File: config.mk
export PLATFORM = sky130hd
export DESIGN_NAME = paralelo_serial_tx
export DESIGN_NICKNAME = d
export VERILOG_FILES = /design/src/rtl/paralelo_serial_tx.sv
export SDC_FILE = /design/constraint.sdc
export NUM_CORES = 1
export LEC_CHECK = 0
export ABC_CLOCK_PERIOD_IN_PS = 2810
export CORE_AREA = 2 2 46 52
export CTS_BUF_LIST = sky130_fd_sc_hd__clkbuf_8 sky130_fd_sc_hd__clkbuf_16
export CTS_CLUSTER_DIAMETER = 40
export DETAILED_ROUTE_END_ITERATION = 16
export DIE_AREA = 0 0 48 54
export PLACE_DENSITY_LB_ADDON = 0.12
export SKIP_CTS_REPAIR_TIMING = 1
export SLEW_MARGIN = 5
export SYNTH_ARGS = -nofsm -noshare
export SYNTH_HDL_FRONTEND = slang
export SYNTH_SLANG_ARGS = --single-unit
File: constraint.sdc
create_clock -name clk_32f -period 2.81 [get_ports clk_32f]
set_input_delay 0.562 -clock clk_32f [delete_from_list [all_inputs] [get_ports clk_32f]]
set_output_delay 0.562 -clock clk_32f [all_outputs]
set_load 0.02 [all_outputs]
File: src/rtl/paralelo_serial_tx.sv
// Transmit-side serializer: 8-bit bytes out MSB first on clk_32f, with comma-based
// link bring-up (OFF -> SYNC -> ACTIVE) framed by a free-running 3-bit bit counter.
module paralelo_serial_tx #(
   parameter logic [7:0]  COMMA      = 8'hBC,
   parameter int unsigned MIN_COMMAS = 4
) (
   input  logic       clk_32f,
   input  logic       reset,
   input  logic       enable,
   input  logic       valid_in,
   input  logic [7:0] data_in,
   output logic       data_out,
   output logic       load,
   output logic       active,
   output logic       comma_err
);

   typedef enum logic [1:0] {
      OFF    = 2'd0,
      SYNC   = 2'd1,
      ACTIVE = 2'd2
   } state_t;

   localparam logic [3:0] MIN_CNT = 4'(MIN_COMMAS);

   state_t     state;
   logic [2:0] bit_cnt;
   logic [7:0] shreg;
   logic [3:0] comma_cnt;
   logic [3:0] comma_inc;

   assign comma_inc = comma_cnt + 4'd1;
   assign data_out  = shreg[7];

   // Byte slots are framed purely by bit_cnt; every decision happens at bit_cnt==7.
   // NOTE: all state below uses non-blocking assignments so every register samples
   // the pre-edge values of the others, independent of statement order.
   always_ff @(posedge clk_32f or negedge reset) begin
      if (!reset) begin
         bit_cnt   <= 3'd0;
         shreg     <= 8'h00;
         comma_cnt <= 4'd0;
         state     <= OFF;
         load      <= 1'b0;
         active    <= 1'b0;
         comma_err <= 1'b0;
      end else begin
         bit_cnt   <= bit_cnt + 3'd1;
         load      <= 1'b0;
         comma_err <= 1'b0;
         if (bit_cnt != 3'd7) begin
            shreg <= {shreg[6:0], 1'b0};
         end else begin
            case (state)
               OFF: begin
                  if (enable) begin
                     shreg     <= COMMA;
                     comma_cnt <= 4'd1;
                     if (MIN_CNT == 4'd1) begin
                        state  <= ACTIVE;
                        active <= 1'b1;
                     end else begin
                        state  <= SYNC;
                     end
                  end else begin
                     shreg <= 8'h00;
                  end
               end
               SYNC: begin
                  if (enable) begin
                     shreg     <= COMMA;
                     comma_cnt <= comma_inc;
                     if (comma_inc == MIN_CNT) begin
                        state  <= ACTIVE;
                        active <= 1'b1;
                     end
                  end else begin
                     shreg     <= 8'h00;
                     comma_cnt <= 4'd0;
                     state     <= OFF;
                  end
               end
               ACTIVE: begin
                  if (!enable) begin
                     shreg     <= 8'h00;
                     comma_cnt <= 4'd0;
                     state     <= OFF;
                     active    <= 1'b0;
                  end else if (valid_in) begin
                     // A data byte that looks like a comma is still sent, just flagged.
                     shreg     <= data_in;
                     load      <= 1'b1;
                     comma_err <= (data_in == COMMA);
                  end else begin
                     shreg <= COMMA;
                  end
               end
               default: begin
                  shreg     <= 8'h00;
                  comma_cnt <= 4'd0;
                  state     <= OFF;
                  active    <= 1'b0;
               end
            endcase
         end
      end
   end

endmodule
Word-level counts from Yosys, hierarchy flattened
Cells that the tools add are included.
- add/sub/neg operators: 2
- equality and inequality tests: 10
- muxes and demuxes: 26
- bitwise gates (word level): 2
- reduce and logical (&&, ||, !) cells: 5
- operators with widths (cell ; count):
    2-to-1 mux 8 bit ; 4
    one-hot mux 8 bit (2 select lines) ; 1
    2-to-1 mux 4 bit ; 3
    one-hot mux 4 bit (3 select lines) ; 1
    2-to-1 mux 1 bit ; 11
    == test 8 bit, second input constant ; 1
    2-to-1 mux 2 bit ; 4
    inequality test 2 bit, second input constant ; 4
    inequality test 3 bit, second input constant ; 2
    one-hot mux 2 bit (3 select lines) ; 1
    AND reduction 5 bit ; 1
    adder 4 x 1 -> 4 bit, second input constant ; 1
    == test 4 x 3 -> 1 bit, second input constant ; 1
    AND reduction 4 bit ; 1
    adder 3 x 1 -> 3 bit, second input constant ; 1
    one-hot mux 1 bit (3 select lines) ; 1
    AND reduction 3 bit ; 1
    == test 2 x 1 -> 1 bit, second input constant ; 1
    == test 2 bit, second input constant ; 1
    logical NOT 2 bit ; 1
    NOT 1 bit ; 2
    OR reduction 2 bit ; 1
- flip-flop bits (word level): 20
- input port bits: 12
- output and inout bits: 4
- word-level logic and storage cells: 52

Depth between registers and ports, before layout
Gate-level depths: netlist of run 1.
- depth in word-level cells: 5
- mapped depth: 7
- gate-level depth less buffers: 6

Worst setup path before layout of run 1
OpenSTA, ideal clock, no wires.
- path type: flip-flop to flip-flop
- from: reg comma_cnt[0]
- to: reg state[0]
- library setup time: 138 ps
- arrival: 1268 ps
- data required time: 2672 ps
- slack: 1404 ps
- stages on the path, launching flop included: 6
- buffers on the path: 0
- period minus slack after synthesis: 1406 ps
- cells stage by stage: dfrtp_1 ha_1 nand2b_1 o32ai_1 and3_1 o32ai_1
- longest elaborated chain between the ends: 4
- ends and longest elaborated chain (element ; RTL line ; text):
    start, declared ; 29 ; logic [3:0] comma_cnt;
    start signal, assigned ; 72 ; comma_cnt <= comma_inc;
    adder 4 x 1 -> 4 bit ; 32 ; assign comma_inc = comma_cnt + 4'd1;
    == test 4 x 3 -> 1 bit ; 73 ; if (comma_inc == MIN_CNT) begin
    inequality test 3 bit (no line) ; - ;
    AND reduction 4 bit (no line) ; - ;
    end signal, assigned ; 43 ; state <= OFF;
    end signal, assigned ; 74 ; state <= ACTIVE;
    end signal, assigned ; 80 ; state <= OFF;
    end, declared ; 26 ; state_t state;
No other way between the ends.
A chain may end at the register's enable or synchronous reset.

Final worst setup path of run 1
- from: reg active
- to: out active
- RTL lines (element ; RTL line ; text):
    start, declared ; 14 ; output logic active,
    start signal, assigned ; 45 ; active <= 1'b0;
    start signal, assigned ; 61 ; active <= 1'b1;
    start signal, assigned ; 75 ; active <= 1'b1;
No word-level cell between the ends.

==> flow_summary.json, run 1 <==
{
  "worstPathCellList": "clkdlybuf4s50_1",
  "worst_slack_ns": 1.04,
  "ys_warn_count": 0,
  "io_buffers": 15,
  "die_h_um": 54,
  "ys_types": 27,
  "drtIter0Drc": 8,
  "powerDensity_nw_per_um2": 583,
  "place_congestion": 0.929,
  "grt_use_total_pct": 18.0,
  "die_width_um": 48,
  "cts_root_buf": "clkbuf_8",
  "syn-num-nets": 121,
  "core_area_sq_um": 2140,
  "path_buf_inv": 1,
  "firstDrtPassIters": 4,
  "layout.nets": 137,
  "crit_family": "buffers and inverters",
  "worst_pin_slew_ns": 0.684,
  "ys_top_cells_by_area": "dfrtp_1 50%, o21ai_0 6.0%, ha_1 5.0%, nor2b_1 4.4%, nand3_1 4.0%",
  "vdd_drop_max_uv": 506,
  "grt_pass1_vias": 760,
  "synth_top_area_share_pct": 50.1,
  "insertion_delay_ns": 0.26,
  "start_util_pct": 46.7,
  "synth_cells": 105,
  "cts_max_path_buffers": 2,
  "grt_pass1_wl_um": 3190,
  "cts.clk_slew.worst_paths_ns": 0.08,
  "critPathCaptureType": "output pin",
  "seq_area_frac_synth_pct": 50.1,
  "pin_count": 16,
  "power_mw": 0.725,
  "ant_nets": 0,
  "max-slew-margin-rel_pct": 54.4,
  "arrival_ns": 1.21,
  "worstPathRequired_ns": 2.25,
  "timing.fmax_mhz": 565,
  "rows": 18,
  "cts_buffers": 3,
  "worstSetupStartpointType": "flip-flop",
  "synth_top_area_cell": "dfrtp_1",
  "finClkSkew_ns": 0.000525,
  "antenna_found_initial": 0,
  "hold_viol_final": 0,
  "r2r_setup_slack_ns": 1.06,
  "drv_cap": 0,
  "p_leak_nw": 0.568,
  "finalCritPeriodShare_pct": 63.0,
  "grt_setup_unrepaired": "false",
  "crit_type": "reg2out",
  "vias_per_cell": 5.29,
  "syn2layout_area_growth_pct": 24.4,
  "setup_viol_count_final": 0,
  "grt_max_degree": 23,
  "clock_sink_count": 20,
  "status": "finished clean",
  "synth-seq-cells": 20,
  "tns_ns": 0,
  "cp_slowest_cell": "clkdlybuf4s50_1",
  "post-dp-hpwl_um": 1350,
  "synth_area_sq_um": 1000,
  "cpPeakStageDelay_ns": 0.60,
  "antenna_cells": 0,
  "drc": 0,
  "report.final.slew_viol_count": 0,
  "wl_per_cell_um": 13.2,
  "cp_max_fo": 2,
  "drive_gt1_share_pct": 4.17,
  "finalCriticalPeriod_ns": 1.77,
  "hp-class": "reg2reg",
  "dpl_worst_slack_ns": 0.931,
  "vias": 793,
  "fill_cells": 185,
  "dieArea_sq_um": 2590,
  "wl_um": 1980,
  "cts_htree_levels": 1,
  "cts_tree": "yes",
  "postSynthAreaPerCell_sq_um": 9.52,
  "grt.overflow.total": 0
}
placed cells by master, fill, tap and decap left out, types with 3 or more instances in the layout:
cell,netlist,routed
nand2_1,9,9
inv_1,10,10
clkdlybuf4s50_1,0,15
nand2b_1,4,4
o21ai_1,5,5
nor2b_1,7,7
clkbuf_8,0,3
and3_1,3,3
nand3_1,8,8
dfrtp_1,20,20
o21ai_0,12,12
ha_1,4,4
cells in the mapped netlist (all sizes together):
library cell	number
nand2	9
and3	3
ha	4
mux2i	1
nand3	8
dfrtp	20
a21o	1
o32ai	2
buf	3
nor2b	7
nand2b	4
nand3b	1
and4	2
inv	10
and2	1
a21oi	1
a21boi	1
nor3	1
clkbuf	2
nor3b	1
nor4b	1
and3b	1
o21ai	17
a32oi	1
a22o	2
o31ai	1
through the flow:
step	hold slack (ns)	cells	instance area (sq um)	utilization, %
after floorplan	0.266	105	1000	-
after global placement	0.412	146	1170	54.8
after detailed placement	0.427	146	1170	54.8
after CTS	0.438	150	1240	58.1
after global routing	0.455	150	1240	58.1
final	0.435	150	1240	58.1
power breakdown:
part / switching (mW) / total [mW] / internal [mW]
Sequential: 0.0332 / 0.342 / 0.309
Clock: 0.0973 / 0.287 / 0.190
Combinational: 0.0415 / 0.0960 / 0.0545
worst paths after layout:
kind                                 startpoint                        to  cells past startpoint
max                          active$_DFFE_PN0P_                    active                      1
min                        bit_cnt[0]$_DFF_PN0_      bit_cnt[0]$_DFF_PN0_                      1
max reg2reg                bit_cnt[0]$_DFF_PN0_  comma_cnt[3]$_DFFE_PN0P_                      6
min reg2reg                bit_cnt[0]$_DFF_PN0_      bit_cnt[0]$_DFF_PN0_                      1
max in group asynchronous                 reset  comma_cnt[0]$_DFFE_PN0P_                      2
min in group asynchronous                 reset  comma_cnt[1]$_DFFE_PN0P_                      2
flip-flops by register name, summed over array words and instances, names as in the netlist:
| signal | flops |
|---|---|
| shreg | 8 |
| comma_cnt | 4 |
| bit_cnt | 3 |
| state | 2 |
| active | 1 |
| comma_err | 1 |
| load | 1 |
cell type report:
type,instances,area (sq um),share of cell area [%]
repair buffers,16,158,12.7
multi-input cells,70,439,35.3
clock inverters,1,30.0,2.41
clock buffers,3,41.3,3.32
flip-flops and latches,20,500,40.2
inverters,10,37.5,3.02
well taps,30,37.5,3.02
kinds of logic after synthesis:
family / after synthesis / share of synthesized area [%]
muxes: 1 / 1.00
buffers and inverters: 15 / 6.01
adders and majority gates: 4 / 5.01
AOI/OAI and AO/OA: 26 / 15.6
and+or+nand+nor: 39 / 22.3
DFF: 20 / 50.1
metal layers:
layer / part of all wire (%) / up-vias / track usage (%) / wire (um)
met3: 4.0 / 6 / 3.36 / 80
li1: - / 390 / - / -
met4: 2.6 / 0 / 12.2 / 52
met1: 46 / 374 / 21.9 / 910
met2: 47 / 23 / 28.0 / 938
met5: 0 / - / 0 / 0
Note: power is estimated with default switching activity, not from simulation.
==> inputs of run 2 (changes only) <==
Settings changed: ABC_CLOCK_PERIOD_IN_PS 2810 to 1700.
Clock period 2.81 ns to 1.7 ns, I/O delays scaled along.
==> run 2 against run 1 <==
Compared with the run above:
- flip-flop and latch count stayed put
- clock power rose by 63%
- total power is 67% higher
- critical path depth stayed put
==> flow_summary.json, run 2 (synthesis gave the netlist of run 1 again) <==
{
  "vias": 805,
  "critPathCaptureType": "output pin",
  "rows": 18,
  "cts.clk_slew.worst_paths_ns": 0.07,
  "tns_ns": 0,
  "worstPathCellList": "clkdlybuf4s50_1",
  "largest_register_ffs": 8,
  "cts_max_path_buffers": 2,
  "report.final.slew_viol_count": 0,
  "place_congestion": 0.847,
  "powerDensity_nw_per_um2": 945,
  "arrival_ns": 1.21,
  "core_area_sq_um": 2140,
  "final_common_cell": "dfrtp_1",
  "worst_pin_slew_ns": 0.479,
  "clock_sink_count": 20,
  "cts_root_buf": "clkbuf_8",
  "grt_setup_unrepaired": "false",
  "layout.nets": 141,
  "pin_count": 16,
  "firstDrtPassIters": 3,
  "max-slew-margin-rel_pct": 68.1,
  "status": "finished clean",
  "crit_type": "reg2out",
  "die_width_um": 48,
  "syn2layout_area_growth_pct": 28.2,
  "crit_family": "buffers and inverters",
  "grt_max_degree": 21,
  "antenna_cells": 0,
  "final_cell_mix": "20 x dfrtp_1, 15 x clkdlybuf4s50_1, 12 x o21ai_0, 10 x inv_1, 9 x nand2_1",
  "grt_pass1_vias": 727,
  "finalCritPeriodShare_pct": 91.3,
  "vias_per_cell": 5.23,
  "die_h_um": 54,
  "antenna_found_initial": 0,
  "wl_um": 1940,
  "top_register": "shreg",
  "hp-class": "in2async",
  "start_util_pct": 46.7,
  "io_buffers": 15,
  "power_mw": 1.21,
  "finClkSkew_ns": 0.00128,
  "grt.overflow.total": 0,
  "cts_buffers": 3,
  "cpPeakStageDelay_ns": 0.60,
  "hold_viol_final": 0,
  "setup_viol_count_final": 0,
  "grt_pass1_wl_um": 3200,
  "drtIter0Drc": 7,
  "timing.fmax_mhz": 644,
  "ant_nets": 0,
  "largestRegisters": "shreg x8, comma_cnt x4, bit_cnt x3",
  "vdd_drop_max_uv": 514,
  "dieArea_sq_um": 2590,
  "fill_cells": 196,
  "finalCriticalPeriod_ns": 1.55,
  "drive_gt1_share_pct": 8.06,
  "cp_max_fo": 2,
  "cp_slowest_cell": "clkdlybuf4s50_1",
  "path_buf_inv": 1,
  "worstPathRequired_ns": 1.36,
  "drc": 0,
  "wl_per_cell_um": 12.6,
  "cts_htree_levels": 1,
  "p_leak_nw": 0.591,
  "insertion_delay_ns": 0.25,
  "cts_tree": "yes",
  "worstSetupStartpointType": "flip-flop",
  "grt_use_total_pct": 17.6,
  "post-dp-hpwl_um": 1450,
  "drv_cap": 0
}
## run 2: cell count changes in the layout (fill, tap and decap cells not counted)
cell,delta
o32ai_1,-1
buf_4,+4
o32ai_2,+1
## run 2: final cells by class
| class | instances | area, sq um | share of cell area, % |
|---|---|---|---|
| Sequential cell | 20 | 500 | 39.1 |
| Multi-Input combinational cell | 70 | 447 | 34.9 |
| Timing Repair Buffer | 20 | 188 | 14.6 |
| Clock buffer | 3 | 41.3 | 3.22 |
| Inverter | 10 | 37.5 | 2.93 |
| Tap cell | 30 | 37.5 | 2.93 |
| Clock inverter | 1 | 30.0 | 2.34 |
## run 2: worst register-to-register path: cells and delay by family, from the launching register on
kind / cells / cell delay, ns
mux: 1 / 0.08
simple gates: 1 / 0.18
flops: 1 / 0.39
fa+ha+maj: 2 / 0.55
compound gates: 1 / 0.25
## run 2: where the power goes
part | switching (mW) | total, mW | internal (mW) | leakage (nW)
Clock | 0.155 | 0.468 | 0.314 | 0.0357
Combinational | 0.0797 | 0.183 | 0.103 | 0.298
Sequential | 0.0487 | 0.559 | 0.511 | 0.257
## run 2: path summary, 6_finish.rpt
kind                                 startpoint                       end  slack (ns)  depth (start not counted)
max                          active$_DFFE_PN0P_                    active        0.15                          1
min                                       reset  comma_cnt[2]$_DFFE_PN0P_        0.42                          2
max reg2reg                bit_cnt[0]$_DFF_PN0_  comma_cnt[0]$_DFFE_PN0P_        0.15                          5
min reg2reg                bit_cnt[0]$_DFF_PN0_      bit_cnt[0]$_DFF_PN0_        0.44                          1
max in group asynchronous                 reset  comma_cnt[0]$_DFFE_PN0P_        1.08                          2
min in group clk_32f       bit_cnt[0]$_DFF_PN0_      bit_cnt[0]$_DFF_PN0_        0.44                          1
## run 2: through the flow
stage | std cells | cell area (sq um) | util, % | setup slack, ns | hold WS, ns
after CTS | 154 | 1270 | 59.5 | 0.113 | 0.429
after global routing | 154 | 1280 | 59.9 | 0.00970 | 0.455
after floorplan | 105 | 1000 | - | 0.294 | 0.0444
final | 154 | 1280 | 59.9 | 0.147 | 0.420
after global placement | 150 | 1200 | 56.2 | 0.130 | 0.413
after detailed placement | 150 | 1200 | 56.2 | 0.127 | 0.436
## run 2: metal layers
layer	part of all wire [%]	track usage, %	vias to the layer above
li1	-	-	400
met1	46	23.7	394
met2	52	27.8	9
met3	2.3	3.02	2
met4	0.52	6.31	0
met5	0	0	-
==> inputs of run 3 (changes only) <==
Settings changed: ABC_CLOCK_PERIOD_IN_PS 1700 to 1900, DONT_BUFFER_PORTS from default to 1.
Clock period 1.7 ns to 1.9 ns, I/O delays scaled along.
==> run 3 against run 2 <==
Compared with the run above:
- final area is 13% lower
- wire length is 3.9% lower
- clock power is 10% lower
- final cell count is 11% lower
- highest routed layer unchanged
- sequential power is 10% lower
- critical endpoint is now state[0]$_DFFE_PN0P_
- critical path depth is 4 higher
- combinational power is 39% lower
==> flow_summary.json, run 3 (synthesis gave the netlist of run 1 again) <==
{
  "finalCriticalPeriod_ns": 1.56,
  "firstDrtPassIters": 4,
  "finalCritPeriodShare_pct": 82.3,
  "final_common_cell": "dfrtp_1",
  "grt_use_total_pct": 17.3,
  "setup_viol_count_final": 0,
  "hold_slack_ns": 0.245,
  "largestRegisters": "shreg x8, comma_cnt x4, bit_cnt x3",
  "hold_viol_final": 0,
  "cp_max_fo": 7,
  "grt_pass1_wl_um": 3060,
  "finClkSkew_ns": 0.00329,
  "worst_pin_slew_ns": 0.897,
  "grt_setup_unrepaired": "false",
  "worst_slack_ns": 0.336,
  "cts.clk_slew.worst_paths_ns": 0.07,
  "fin_util_pct": 51.9,
  "drc": 0,
  "wl_um": 1860,
  "largest_register_ffs": 8,
  "post-dp-hpwl_um": 1320,
  "layout.nets": 124,
  "pin_count": 16,
  "tns_ns": 0,
  "top_register": "shreg",
  "power_mw": 1.03,
  "insertion_delay_ns": 0.26,
  "dpl_worst_slack_ns": 0.368,
  "cts_max_path_buffers": 2,
  "io_buffers": 0,
  "drtIter0Drc": 18,
  "antenna_found_initial": 0,
  "wl_per_cell_um": 13.6,
  "drive_gt1_share_pct": 5.61,
  "status": "finished clean",
  "vias_per_cell": 5.56,
  "start_util_pct": 46.7,
  "timing.fmax_mhz": 640,
  "cts_htree_levels": 1,
  "grt.overflow.total": 0,
  "p_leak_nw": 0.522,
  "critPathCaptureType": "flip-flop",
  "report.final.slew_viol_count": 0,
  "grt_pass1_vias": 666,
  "syn2layout_area_growth_pct": 11.1,
  "max-slew-margin-rel_pct": 40.0,
  "r2r_setup_slack_ns": 0.34,
  "cts_root_buf": "clkbuf_8",
  "crit_type": "reg2reg",
  "clock_sink_count": 20,
  "grt_max_degree": 21,
  "vdd_drop_max_uv": 447,
  "cts_tree": "yes",
  "cts_buffers": 3,
  "powerDensity_nw_per_um2": 929,
  "ant_nets": 0,
  "core_area_sq_um": 2140,
  "worstSetupStartpointType": "flip-flop",
  "die_width_um": 48,
  "final_cell_mix": "20 x dfrtp_1, 12 x o21ai_0, 10 x inv_1, 9 x nand2_1, 8 x nand3_1",
  "rows": 18,
  "vias": 762,
  "drv_cap": 0,
  "die_h_um": 54,
  "antenna_cells": 0,
  "arrival_ns": 1.69,
  "dieArea_sq_um": 2590,
  "worstPathRequired_ns": 2.03,
  "place_congestion": 0.774,
  "hp-class": "in2reg"
}
[run 3: changes by cell type in the layout (fill, tap and decap cells not counted)]
cell and change:
buf_4 -3, o32ai_1 +1, o32ai_2 -1, dlygate4sd3_1 +1, clkdlybuf4s50_1 -15
[run 3: worst paths after layout]
check / cells after the start / endpoint / from
worst max register to register: 5 / state[0]$_DFFE_PN0P_ / comma_cnt[0]$_DFFE_PN0P_
max in group asynchronous: 1 / shreg[7]$_DFF_PN0_ / reset
min in group asynchronous: 1 / state[0]$_DFFE_PN0P_ / reset
worst max-delay path: 5 / state[0]$_DFFE_PN0P_ / comma_cnt[0]$_DFFE_PN0P_
worst min register to register: 1 / bit_cnt[0]$_DFF_PN0_ / bit_cnt[0]$_DFF_PN0_
worst min-delay path: 2 / shreg[6]$_DFF_PN0_ / data_in[6]
[run 3: layout make-up]
type / count / area, sq um
clock buffer: 3 / 41.3
clock inverter: 1 / 30.0
fill: 198 / 1030
inverter: 10 / 37.5
multi-input combinational: 70 / 439
sequential: 20 / 500
tap: 30 / 37.5
timing repair buffer: 3 / 25.0
[run 3: layer usage]
metal / vias up / track usage (%) / wire, um
li1: 366 / - / -
met1: 371 / 24.2 / 842
met2: 23 / 24.0 / 902
met3: 2 / 4.36 / 99
met4: 0 / 9.46 / 18
met5: - / 0 / 0
[run 3: worst max-delay path, cell delays in order, from the launching register on]
cell,delay (ns)
dfrtp_1,0.46
ha_1,0.27
nand2b_1,0.15
o32ai_1,0.29
and3_1,0.20
o32ai_1,0.07
[run 3: power breakdown]
group | leakage (nW) | internal (mW) | total, mW | switching [mW]
registers | 0.257 | 0.457 | 0.502 | 0.0447
clock network | 0.0357 | 0.281 | 0.420 | 0.139
logic | 0.229 | 0.0590 | 0.111 | 0.0520
total | 0.522 | 0.797 | 1.03 | 0.235
[run 3: per-stage QoR]
step	std cells	instance area [sq um]
6_report	137	1110
5_1_grt	137	1110
4_1_cts	136	1100
3_5_place_dp	132	1030
3_3_place_gp	132	1030
2_1_floorplan	105	1000
